<file path="config.mk">
export PLATFORM = sky130hd
export DESIGN_NAME = tmds_channel_rx
export DESIGN_NICKNAME = d
export VERILOG_FILES = /design/src/rtl/tmds_channel_rx.sv
export SDC_FILE = /design/constraint.sdc
export NUM_CORES = 1
export LEC_CHECK = 0
export BUFFER_PORTS_ARGS = -buffer_cell sky130_fd_sc_hd__buf_2
export CORE_MARGIN = 2
export CORE_UTILIZATION = 35
export CTS_BUF_LIST = sky130_fd_sc_hd__clkbuf_8
export CTS_CLUSTER_SIZE = 14
export DETAILED_ROUTE_END_ITERATION = 12
export PLACE_DENSITY_LB_ADDON = 0.08
export RECOVER_POWER = 50
export SKIP_LAST_GASP = 1
export SLEW_MARGIN = 15
export SYNTH_ARGS = -nofsm -noshare
export SYNTH_HDL_FRONTEND = slang
export SYNTH_SLANG_ARGS = --single-unit
</file>
<file path="constraint.sdc">
create_clock -name i_pixclk -period 1.9 [get_ports i_pixclk]
set_input_delay 0.19 -clock i_pixclk [delete_from_list [all_inputs] [get_ports i_pixclk]]
set_output_delay 0.19 -clock i_pixclk [all_outputs]
set_load 0.02 [all_outputs]
</file>
<file path="src/rtl/tmds_channel_rx.sv">
// One TMDS receive channel. It bit-slips the raw 10-bit stream until runs of control
// tokens line up, then decodes each word into video data or a 2-bit control value.
module tmds_channel_rx #(
  parameter int LOCK_RUN = 12,
  parameter int WINDOW   = 1024
) (
  input  logic       i_pixclk,
  input  logic       i_reset,
  input  logic [9:0] i_word,
  output logic       o_locked,
  output logic [3:0] o_offset,
  output logic       o_de,
  output logic [7:0] o_data,
  output logic [1:0] o_ctrl,
  output logic       o_hsync,
  output logic       o_vsync,
  output logic       o_newline
);
  localparam int RUN_W = $clog2(LOCK_RUN + 1);
  localparam int WIN_W = $clog2(WINDOW);
  localparam logic [RUN_W-1:0] RUN_FULL = RUN_W'(LOCK_RUN);
  localparam logic [WIN_W-1:0] WIN_LAST = WIN_W'(WINDOW - 1);

  typedef enum logic {ST_SEARCH = 1'b0, ST_LOCKED = 1'b1} state_t;

  function automatic logic is_token(input logic [9:0] w);
    return (w == 10'b1101010100) || (w == 10'b0010101011) ||
           (w == 10'b0101010100) || (w == 10'b1010101011);
  endfunction

  function automatic logic [1:0] token_ctrl(input logic [9:0] w);
    logic [1:0] c;
    case (w)
      10'b0010101011: c = 2'b01;
      10'b0101010100: c = 2'b10;
      10'b1010101011: c = 2'b11;
      default:        c = 2'b00;
    endcase
    return c;
  endfunction

  function automatic logic [7:0] tmds_decode(input logic [9:0] w);
    logic [7:0] q;
    logic [7:0] d;
    q    = w[9] ? ~w[7:0] : w[7:0];
    d[0] = q[0];
    for (int i = 1; i < 8; i++) begin
      d[i] = w[8] ? (q[i] ^ q[i-1]) : ~(q[i] ^ q[i-1]);
    end
    return d;
  endfunction

  state_t           state_q,      state_d;
  logic             locked_q,     locked_d;
  logic [3:0]       offset_q,     offset_d;
  logic [RUN_W-1:0] run_q,        run_d;
  logic [WIN_W-1:0] win_q,        win_d;
  logic [1:0]       flush_q,      flush_d;
  logic             seen_q,       seen_d;
  logic [9:0]       prev_p0_q,    prev_p0_d;
  logic [9:0]       aligned_p1_q, aligned_p1_d;
  logic             de_p2_q,      de_p2_d;
  logic [7:0]       data_p2_q,    data_p2_d;
  logic [1:0]       ctrl_p2_q,    ctrl_p2_d;
  logic             de_p3_q,      de_p3_d;
  logic             newline_q,    newline_d;

  logic [18:0] window_bits;
  logic        run_hit;
  logic        win_exp;
  logic        slip;

  // Stage p0 -> p1: select the 10-bit window at the current slip offset.
  always_comb begin
    prev_p0_d   = i_word;
    window_bits = {i_word[8:0], prev_p0_q};
    case (offset_q)
      4'd1:    aligned_p1_d = window_bits[10:1];
      4'd2:    aligned_p1_d = window_bits[11:2];
      4'd3:    aligned_p1_d = window_bits[12:3];
      4'd4:    aligned_p1_d = window_bits[13:4];
      4'd5:    aligned_p1_d = window_bits[14:5];
      4'd6:    aligned_p1_d = window_bits[15:6];
      4'd7:    aligned_p1_d = window_bits[16:7];
      4'd8:    aligned_p1_d = window_bits[17:8];
      4'd9:    aligned_p1_d = window_bits[18:9];
      default: aligned_p1_d = window_bits[9:0];
    endcase
  end

  // Alignment control: lock on a token run, otherwise slip once per window.
  always_comb begin
    run_hit  = (run_q == RUN_FULL);
    win_exp  = (win_q == WIN_LAST);
    slip     = 1'b0;
    state_d  = state_q;
    seen_d   = seen_q;
    win_d    = win_exp ? '0 : win_q + WIN_W'(1);
    offset_d = offset_q;
    flush_d  = (flush_q != 2'd0) ? flush_q - 2'd1 : 2'd0;
    case (state_q)
      ST_SEARCH: begin
        if (run_hit) begin
          state_d = ST_LOCKED;
          seen_d  = 1'b1;
          win_d   = '0;
        end else if (win_exp) begin
          slip = 1'b1;
        end
      end
      default: begin
        if (win_exp) begin
          seen_d = 1'b0;
          if (!(seen_q || run_hit)) begin
            slip    = 1'b1;
            state_d = ST_SEARCH;
          end
        end else if (run_hit) begin
          seen_d = 1'b1;
        end
      end
    endcase
    if (slip) begin
      offset_d = (offset_q == 4'd9) ? 4'd0 : offset_q + 4'd1;
      win_d    = '0;
      flush_d  = 2'd2;
    end
    // Words already in the pipe were cut at the old offset; keep them out of the run.
    if (slip || (flush_q != 2'd0)) begin
      run_d = '0;
    end else if (is_token(aligned_p1_q)) begin
      run_d = run_hit ? run_q : run_q + RUN_W'(1);
    end else begin
      run_d = '0;
    end
    locked_d = (state_d == ST_LOCKED);
  end

  // Stage p1 -> p2: decode; p2 -> p3: end-of-line edge detect.
  always_comb begin
    de_p2_d   = 1'b0;
    data_p2_d = '0;
    ctrl_p2_d = '0;
    if (state_q == ST_LOCKED) begin
      data_p2_d = data_p2_q;
      ctrl_p2_d = ctrl_p2_q;
      if (is_token(aligned_p1_q)) begin
        ctrl_p2_d = token_ctrl(aligned_p1_q);
      end else begin
        de_p2_d   = 1'b1;
        data_p2_d = tmds_decode(aligned_p1_q);
      end
    end
    de_p3_d   = de_p2_q;
    newline_d = de_p3_q & ~de_p2_q;
  end

  always_ff @(posedge i_pixclk) begin
    if (i_reset) begin
      state_q      <= ST_SEARCH;
      locked_q     <= 1'b0;
      offset_q     <= 4'd0;
      run_q        <= '0;
      win_q        <= '0;
      flush_q      <= 2'd0;
      seen_q       <= 1'b0;
      prev_p0_q    <= '0;
      aligned_p1_q <= '0;
      de_p2_q      <= 1'b0;
      data_p2_q    <= '0;
      ctrl_p2_q    <= '0;
      de_p3_q      <= 1'b0;
      newline_q    <= 1'b0;
    end else begin
      state_q      <= state_d;
      locked_q     <= locked_d;
      offset_q     <= offset_d;
      run_q        <= run_d;
      win_q        <= win_d;
      flush_q      <= flush_d;
      seen_q       <= seen_d;
      prev_p0_q    <= prev_p0_d;
      aligned_p1_q <= aligned_p1_d;
      de_p2_q      <= de_p2_d;
      data_p2_q    <= data_p2_d;
      ctrl_p2_q    <= ctrl_p2_d;
      de_p3_q      <= de_p3_d;
      newline_q    <= newline_d;
    end
  end

  assign o_locked  = locked_q;
  assign o_offset  = offset_q;
  assign o_de      = de_p2_q;
  assign o_data    = data_p2_q;
  assign o_ctrl    = ctrl_p2_q;
  assign o_hsync   = ctrl_p2_q[0];
  assign o_vsync   = ctrl_p2_q[1];
  assign o_newline = newline_q;

endmodule
</file>
# Word level (Yosys, flattened, before mapping)
# Index checks and enable logic that the tools add are counted.
# totals
ff_bits,55
# op_classes
addsub,4
eq_ne,15
mux,29
bitwise,20
reduce_logical,10
# ops
op,n
case mux 10 bit (9 select lines),1
== test 10 bit (second input constant),3
2-to-1 mux 10 bit,3
2-to-1 mux 1 bit,20
== test 4 x 3 -> 1 bit (second input constant),4
== test 4 bit (second input constant),3
inverter 1 bit,11
adder 10 x 1 -> 10 bit (second input constant),1
== test 10 x 8 -> 1 bit (second input constant),1
== test 10 x 9 -> 1 bit (second input constant),1
adder 4 x 1 -> 4 bit (second input constant),2
== test 4 x 2 -> 1 bit (second input constant),2
2-to-1 mux 8 bit,1
inverter 8 bit,1
bitwise XOR 1 bit,7
case mux 2 bit (3 select lines),1
OR reduction 3 bit,2
logical OR 1 bit,5
== test 4 x 1 -> 1 bit (second input constant),1
2-to-1 mux 2 bit,2
2-to-1 mux 4 bit,1
OR reduction 2 bit,2
nonzero test 2 bit,1
subtractor 2 x 1 -> 2 bit (second input constant),1
bitwise AND 1 bit,1

# Longest topological paths before layout
# Gate-level depths: netlist of run 1.
# depth
ltp_word,7
mapped_depth,7
depth_no_buf,6

# Worst setup path after synthesis of run 1
# Ideal clock, no wire load.
# synth_path
path_type,register to register
startpoint,reg run_q[0]
endpoint,"reg offset_q[2], in the netlist o_offset[2]"
setup_ps,70
t_arrival_ps,1964
setup_slack_ps,-134
path_stages_with_launch,8
path_buffers,1
synth_period_minus_slack_ps,2034
path_cell_list,dfxtp_1 inv_1 ha_1 a32o_1 or4_1 buf_2 or4_1 a21oi_1
# synth_via
elab_chain_len,5
# synth_lines
element,line_no,rtl
from (decl),56,"logic [RUN_W-1:0] run_q, run_d;"
from (signal assigned),178,run_q <= run_d;
== test 4 bit (*),93,run_hit = (run_q == RUN_FULL);
logical OR 1 bit,114,if (!(seen_q || run_hit)) begin
2-to-1 mux 1 bit,114,
2-to-1 mux 1 bit,112,if (win_exp) begin
2-to-1 mux 1 bit (*),101,case (state_q)
to (signal assigned),177,offset_q <= offset_d;
to (decl),55,"logic [3:0] offset_q, offset_d;"
# Every way passes the cells marked *; elsewhere a longest branch is shown, timed or not.
# A chain may end at the register's enable or synchronous reset.

# Worst setup path in the final report of run 1
# layout_path
startpoint,reg run_q[1]
endpoint,"reg offset_q[1], in the netlist o_offset[1]"
# The elaborated chain is that of the path after synthesis.

==> results of run 1 <==
==> worst max-delay path, stage by stage (launching register included) <==
cell and delay, ns:
dfxtp_2 0.35, inv_2 0.05, ha_4 0.15, a32o_2 0.27, or4_4 0.44, or4_4 0.43
a21oi_2 0.15
==> kinds of logic (layout without fill, tap and decap cells) <==
family          count (synthesis)  count (layout)
xor+xnor                       23              23
fa+ha+maj                       3               3
flops                          55              55
mux                            11              11
buf+inv                        48              94
simple gates                  139             139
compound gates                 99              99
==> layout make-up <==
type,instances,area (um^2),area share
clock buffer,5,68.8,0.0183
clock inverter,3,42.5,0.0113
inverter,14,52.6,0.0140
multi-input combinational,275,1850,0.493
sequential,55,1100,0.294
tap,108,135,0.0359
timing repair buffer,72,503,0.134
==> cells in the mapped netlist, drive strengths merged (11+ instances only) <==
master / instances
nand2b: 12
dfxtp: 55
nand2: 20
buf: 12
nor2b: 15
o21ai: 11
a21oi: 29
clkbuf: 22
nor3: 18
inv: 13
xnor2: 14
nor2: 33
==> metrics by stage <==
step	total power [mW]	worst slack [ns]	setup TNS, ns
floorplan	1.32	-0.0466	-0.0933
global placement	1.39	-0.0572	-0.0572
detailed placement	1.39	-0.0732	-0.0793
CTS	2.21	0.00780	0
global route	2.27	-0.0584	-0.0830
finish	2.18	0.0109	0
==> final timing paths <==
check | start | to | slack, ns | cells after the start
hold / removal | i_word[9] | prev_p0_q[9] | 0.07 | 2
hold reg to reg | o_de | o_newline | 0.45 | 1
setup / recovery | run_q[1] | o_offset[1] | 0.01 | 6
setup reg to reg | run_q[1] | o_offset[1] | 0.01 | 6
==> layer usage <==
metal / track usage / part of all wire / vias up
li1: - / - / 1460
met1: 0.250 / 0.48 / 1375
met2: 0.281 / 0.44 / 106
met3: 0.0236 / 0.048 / 20
met4: 0.0653 / 0.031 / 0
met5: 0 / 0 / -
==> where the power goes <==
| group | switching [mW] | internal, mW |
|---|---|---|
| Sequential | 0.0254 | 1.18 |
| Clock | 0.415 | 0.394 |
| Combinational | 0.0904 | 0.0736 |
| Total | 0.531 | 1.65 |
==> sequential cells by signal, indices dropped and copies added (netlist names) <==
signal and count:
o_offset 4, de_p3_q 1, o_locked 1, aligned_p1_q 10, win_q 10, o_de 1, prev_p0_q 10, seen_q 1
o_data 8, o_newline 1, o_ctrl 2, flush_q 2, run_q 4
==> repair_timing <==
action                                  in CTS  in global routing
hold endpoints to repair                     0                  0
resized for setup                            4                  6
pin swaps                                    1                  2
endpoints found under the setup margin       5                  7
==> impl_metrics.csv, run 1 <==
group,metric,value,unit
worst_hold_path,hold_path_class,"in -> reg",
critical_path,required,2.16,ns
timing,final_hold_viol_count,0,
timing,maxSlewViolCount,0,
global_routing,grt_overflow,0,
die,start_util,0.358,
yosys,synth_cells,378,
pwr,leakage,1.40,nW
cts,path_clk_slew,0.11,ns
yosys,synth_edf_count,0,
timing,min_period,1.89,ns
finish,syn_to_final_growth,21.2,%
timing,fin_crit_sh,0.994,
timing,worst_pin_slew,0.541,ns
yosys,yosysUniqueCellTypes,62,
pwr,power_density,579,mW/mm^2
yosys,synth_fp_nets,393,
finish,diodes,0,
timing,finalClockSkew,0.00798,ns
timing,whs,0.0745,ns
timing,clock.fmax,529,MHz
drt,drc,0,
drt,via_count,2961,
finish,final_common_cell,"dfxtp_1",
die,ioPinCount,31,
drt,first_pass_iters,4,
yosys,yosys.area_share.simple,0.243,
yosys,synth_xor_area_frac,0.0649,
finish,layout-drive-gt1-share,0.250,
critical_path,critPathCaptureType,"flip-flop",
finish,finalNonFillerCells,532,
cts,numCtsBuffers,5,
cts,cts_hold_buf,0,
yosys,ys_seq_area_frac,0.355,
place,place_area,0.00362,mm^2
cts,clock_sinks,55,
finish,final_util,0.433,
pwr,irDropWorstVdd,300,uV
critical_path,crit_type,"reg -> reg",
yosys,synth_top_family_by_area,"simple AND/OR/NAND/NOR gates",
drt,viasPerCell,5.57,
place,dpl.cell_count,524,
timing,slew_headroom,0.639,
yosys,syn_area,0.00310,mm^2
yosys,synth_largest_area_cell,"dfxtp_1",
timing,setup_viol,0,
critical_path,crit_path_start_kind,"flip-flop",
cts,h-tree-depth,2,
yosys,synth_flop_cell,"dfxtp_1",
finish,nets,438,
die,die-area,0.00964,mm^2
cts,clk_latency,0.31,ns
die,die_x,98.2,um
cts,cts_tree,"yes",
finish,mostFrequentLayoutCells,"dfxtp_1, buf_4, nor2_1",
drt,wirelength,8.64,mm
die,die_h,98.2,um
global_routing,grt_usage,0.178,
global_routing,grt_pass1_wl,13.8,mm
cts,clk_path_buf_depth,2,
yosys,synth-adder-area-share,0.0121,
yosys,synth-compound-area-share,0.219,
cts,postCtsSetupBuffers,0,
yosys,async_flop_share,0,
critical_path,worstPathMaxFanout,4,
global_routing,grt_start_max_net_pins,32,
place,place.gp.congestion,0.886,
critical_path,arrival,2.14,ns
drt,drt-initial-drc-count,245,
global_routing,first_global_vias,2679,
yosys,yosys.area.top_type_share,0.355,
drt,ant_nets,0,
die,core,0.00868,mm^2
yosys,synth-seq-cells,55,
global_routing,grt_antenna_before_repair,0,
timing,rsz0062_at_grt,"true",
place,port_buffers,30,
finish,final_cell_area,0.00376,mm^2
yosys,muxShareOfSynthArea,0.0435,
die,num_rows,34,
place,dpl.hpwl,6.23,mm
run,cap_violations,0,
cts,cts-root-buf,"clkbuf_8",
yosys,synth.avg_cell_area,8.21,um^2
yosys,synth.top_cells.by_area,"dfxtp_1, a21oi_1, nor2_1",
finish,final.fill_count,913,
yosys,synth_warnings,0,
drt,wl_per_cell,16.2,um
status,status,"complete, no violations",
Note: power is estimated with default switching activity, not from simulation.
==> run 2, diff against run 1 <==
Settings changed: CTS_CLUSTER_DIAMETER from default to 80, MAX_ROUTING_LAYER from default to met4.
==> impl_metrics.csv, run 2 (synthesis results as in run 1) <==
group,metric,value,unit
status,status,"finished, violations left",
status,violations,"setup timing",
finish,finalNonFillerCells,533,
worst_hold_path,worst_hold_path.num_cells,2,
run,cap_violations,0,
drt,drc,0,
cts,clk_path_buf_depth,2,
critical_path,rr_startpoint,"run_q[0]",
finish,final_common_cell,"dfxtp_1",
global_routing,grt_overflow,0,
worst_hold_path,hold_path_class,"in -> reg",
timing,slew_headroom,0.672,
timing,min_period,1.92,ns
pwr,leakage,1.32,nW
drt,ant_nets,0,
die,start_util,0.358,
die,ioPinCount,31,
cts,clk_latency,0.32,ns
critical_path,critPathCaptureType,"flip-flop",
timing,final_hold_viol_count,0,
global_routing,grt_pass1_wl,14.3,mm
critical_path,r2r_slack,-0.02,ns
worst_hold_path,hold_path_end,"prev_p0_q[9]",
drt,drt-initial-drc-count,189,
place,place.gp.congestion,0.895,
die,die-area,0.00964,mm^2
cts,cts-root-buf,"clkbuf_8",
cts,path_clk_slew,0.11,ns
place,pre_cts_slack,-0.0304,ns
timing,setup_tns,-0.0212,ns
place,place_area,0.00363,mm^2
timing,setup_viol,1,
global_routing,grt_usage,0.186,
finish,layout-drive-gt1-share,0.205,
timing,worst_pin_slew,0.490,ns
place,port_buffers,30,
drt,first_pass_iters,5,
die,core,0.00868,mm^2
finish,top_regs,"aligned_p1_q x10, prev_p0_q x10, win_q x10",
finish,nets,439,
timing,clock.fmax,521,MHz
place,dpl.cell_count,524,
critical_path,ff2ff_path_depth,7,
critical_path,arrival,2.12,ns
critical_path,required,2.10,ns
global_routing,grt_antenna_before_repair,0,
cts,cts_tree,"yes",
cts,clock_sinks,55,
timing,fin_crit_sh,1.01,
drt,wirelength,8.41,mm
finish,diodes,0,
timing,setup_ws,-0.0212,ns
critical_path,crit_path_start_kind,"flip-flop",
worst_hold_path,hp-start,"i_word[9]",
drt,wl_per_cell,15.8,um
global_routing,first_global_vias,2814,
pwr,irDropWorstVdd,252,uV
finish,mostFrequentLayoutCells,"dfxtp_1, buf_4, nor2_1",
pwr,finalPower,2.07,mW
finish,syn_to_final_growth,20.1,%
timing,whs,0.0787,ns
timing,finalClockSkew,0.0148,ns
finish,final.fill_count,912,
global_routing,grt_start_max_net_pins,33,
critical_path,crit_type,"reg -> reg",
pwr,power_density,555,mW/mm^2
timing,maxSlewViolCount,0,
finish,final_cell_area,0.00373,mm^2
timing,rsz0062_at_grt,"true",
drt,via_count,2963,
die,die_x,98.2,um
critical_path,reg2reg_to,"o_offset[2]",
critical_path,worstPathMaxFanout,6,
critical_path,crit_start,"run_q[0]",
die,num_rows,34,
cts,numCtsBuffers,5,
finish,final_util,0.429,
drt,viasPerCell,5.56,
cts,h-tree-depth,2,
die,die_h,98.2,um
place,dpl.hpwl,6.17,mm
-- run 2: how the worst max path moves through the flow --
stage	slack, ns	to	cells after the start
floorplan	-0.05	o_offset[1]	7
global placement	-0.08	aligned_p1_q[5]	6
detailed placement	-0.03	run_q[3]	7
CTS	-0.02	o_offset[2]	6
global route	-0.05	aligned_p1_q[5]	5
finish	-0.02	o_offset[2]	7
-- run 2: worst max-delay path, cell delays in order, from the launching register on --
cell     delay, ns
dfxtp_2       0.35
inv_2         0.04
ha_4          0.15
a32o_2        0.27
or4_4         0.44
buf_4         0.18
o31ai_1       0.26
a21oi_2       0.10
-- run 2: final cells by class --
type                            count  area, um^2  area share
Multi-Input combinational cell    275        1840       0.493
Sequential cell                    55        1100       0.296
Timing Repair Buffer               73         498       0.134
Tap cell                          108         135      0.0363
Clock buffer                        5        68.8      0.0185
Inverter                           14        52.6      0.0141
Clock inverter                      3        28.8     0.00772
-- run 2: metal layers --
| metal | global-route usage | part of all wire |
|---|---|---|
| met5 | - | 0 |
| met4 | 0.0601 | 0.023 |
| met3 | 0.0236 | 0.049 |
| met2 | 0.287 | 0.45 |
| met1 | 0.254 | 0.48 |
-- run 2: report_power, final --
group	internal [mW]	total [mW]	switching, mW
combinational	0.0732	0.160	0.0873
sequential	1.18	1.20	0.0258
clock	0.275	0.704	0.429
total	1.53	2.07	0.542
-- run 2: timing repair --
| action | 4_1_cts | 5_1_grt |
|---|---|---|
| hold buffers | 0 | 0 |
| gates cloned | 0 | 0 |
| resized for setup | 1 | 7 |
| setup buffers | 0 | 1 |
| hold endpoints to repair | 0 | 0 |
| pin swaps | 1 | 1 |
| setup endpoints to repair | 6 | 15 |
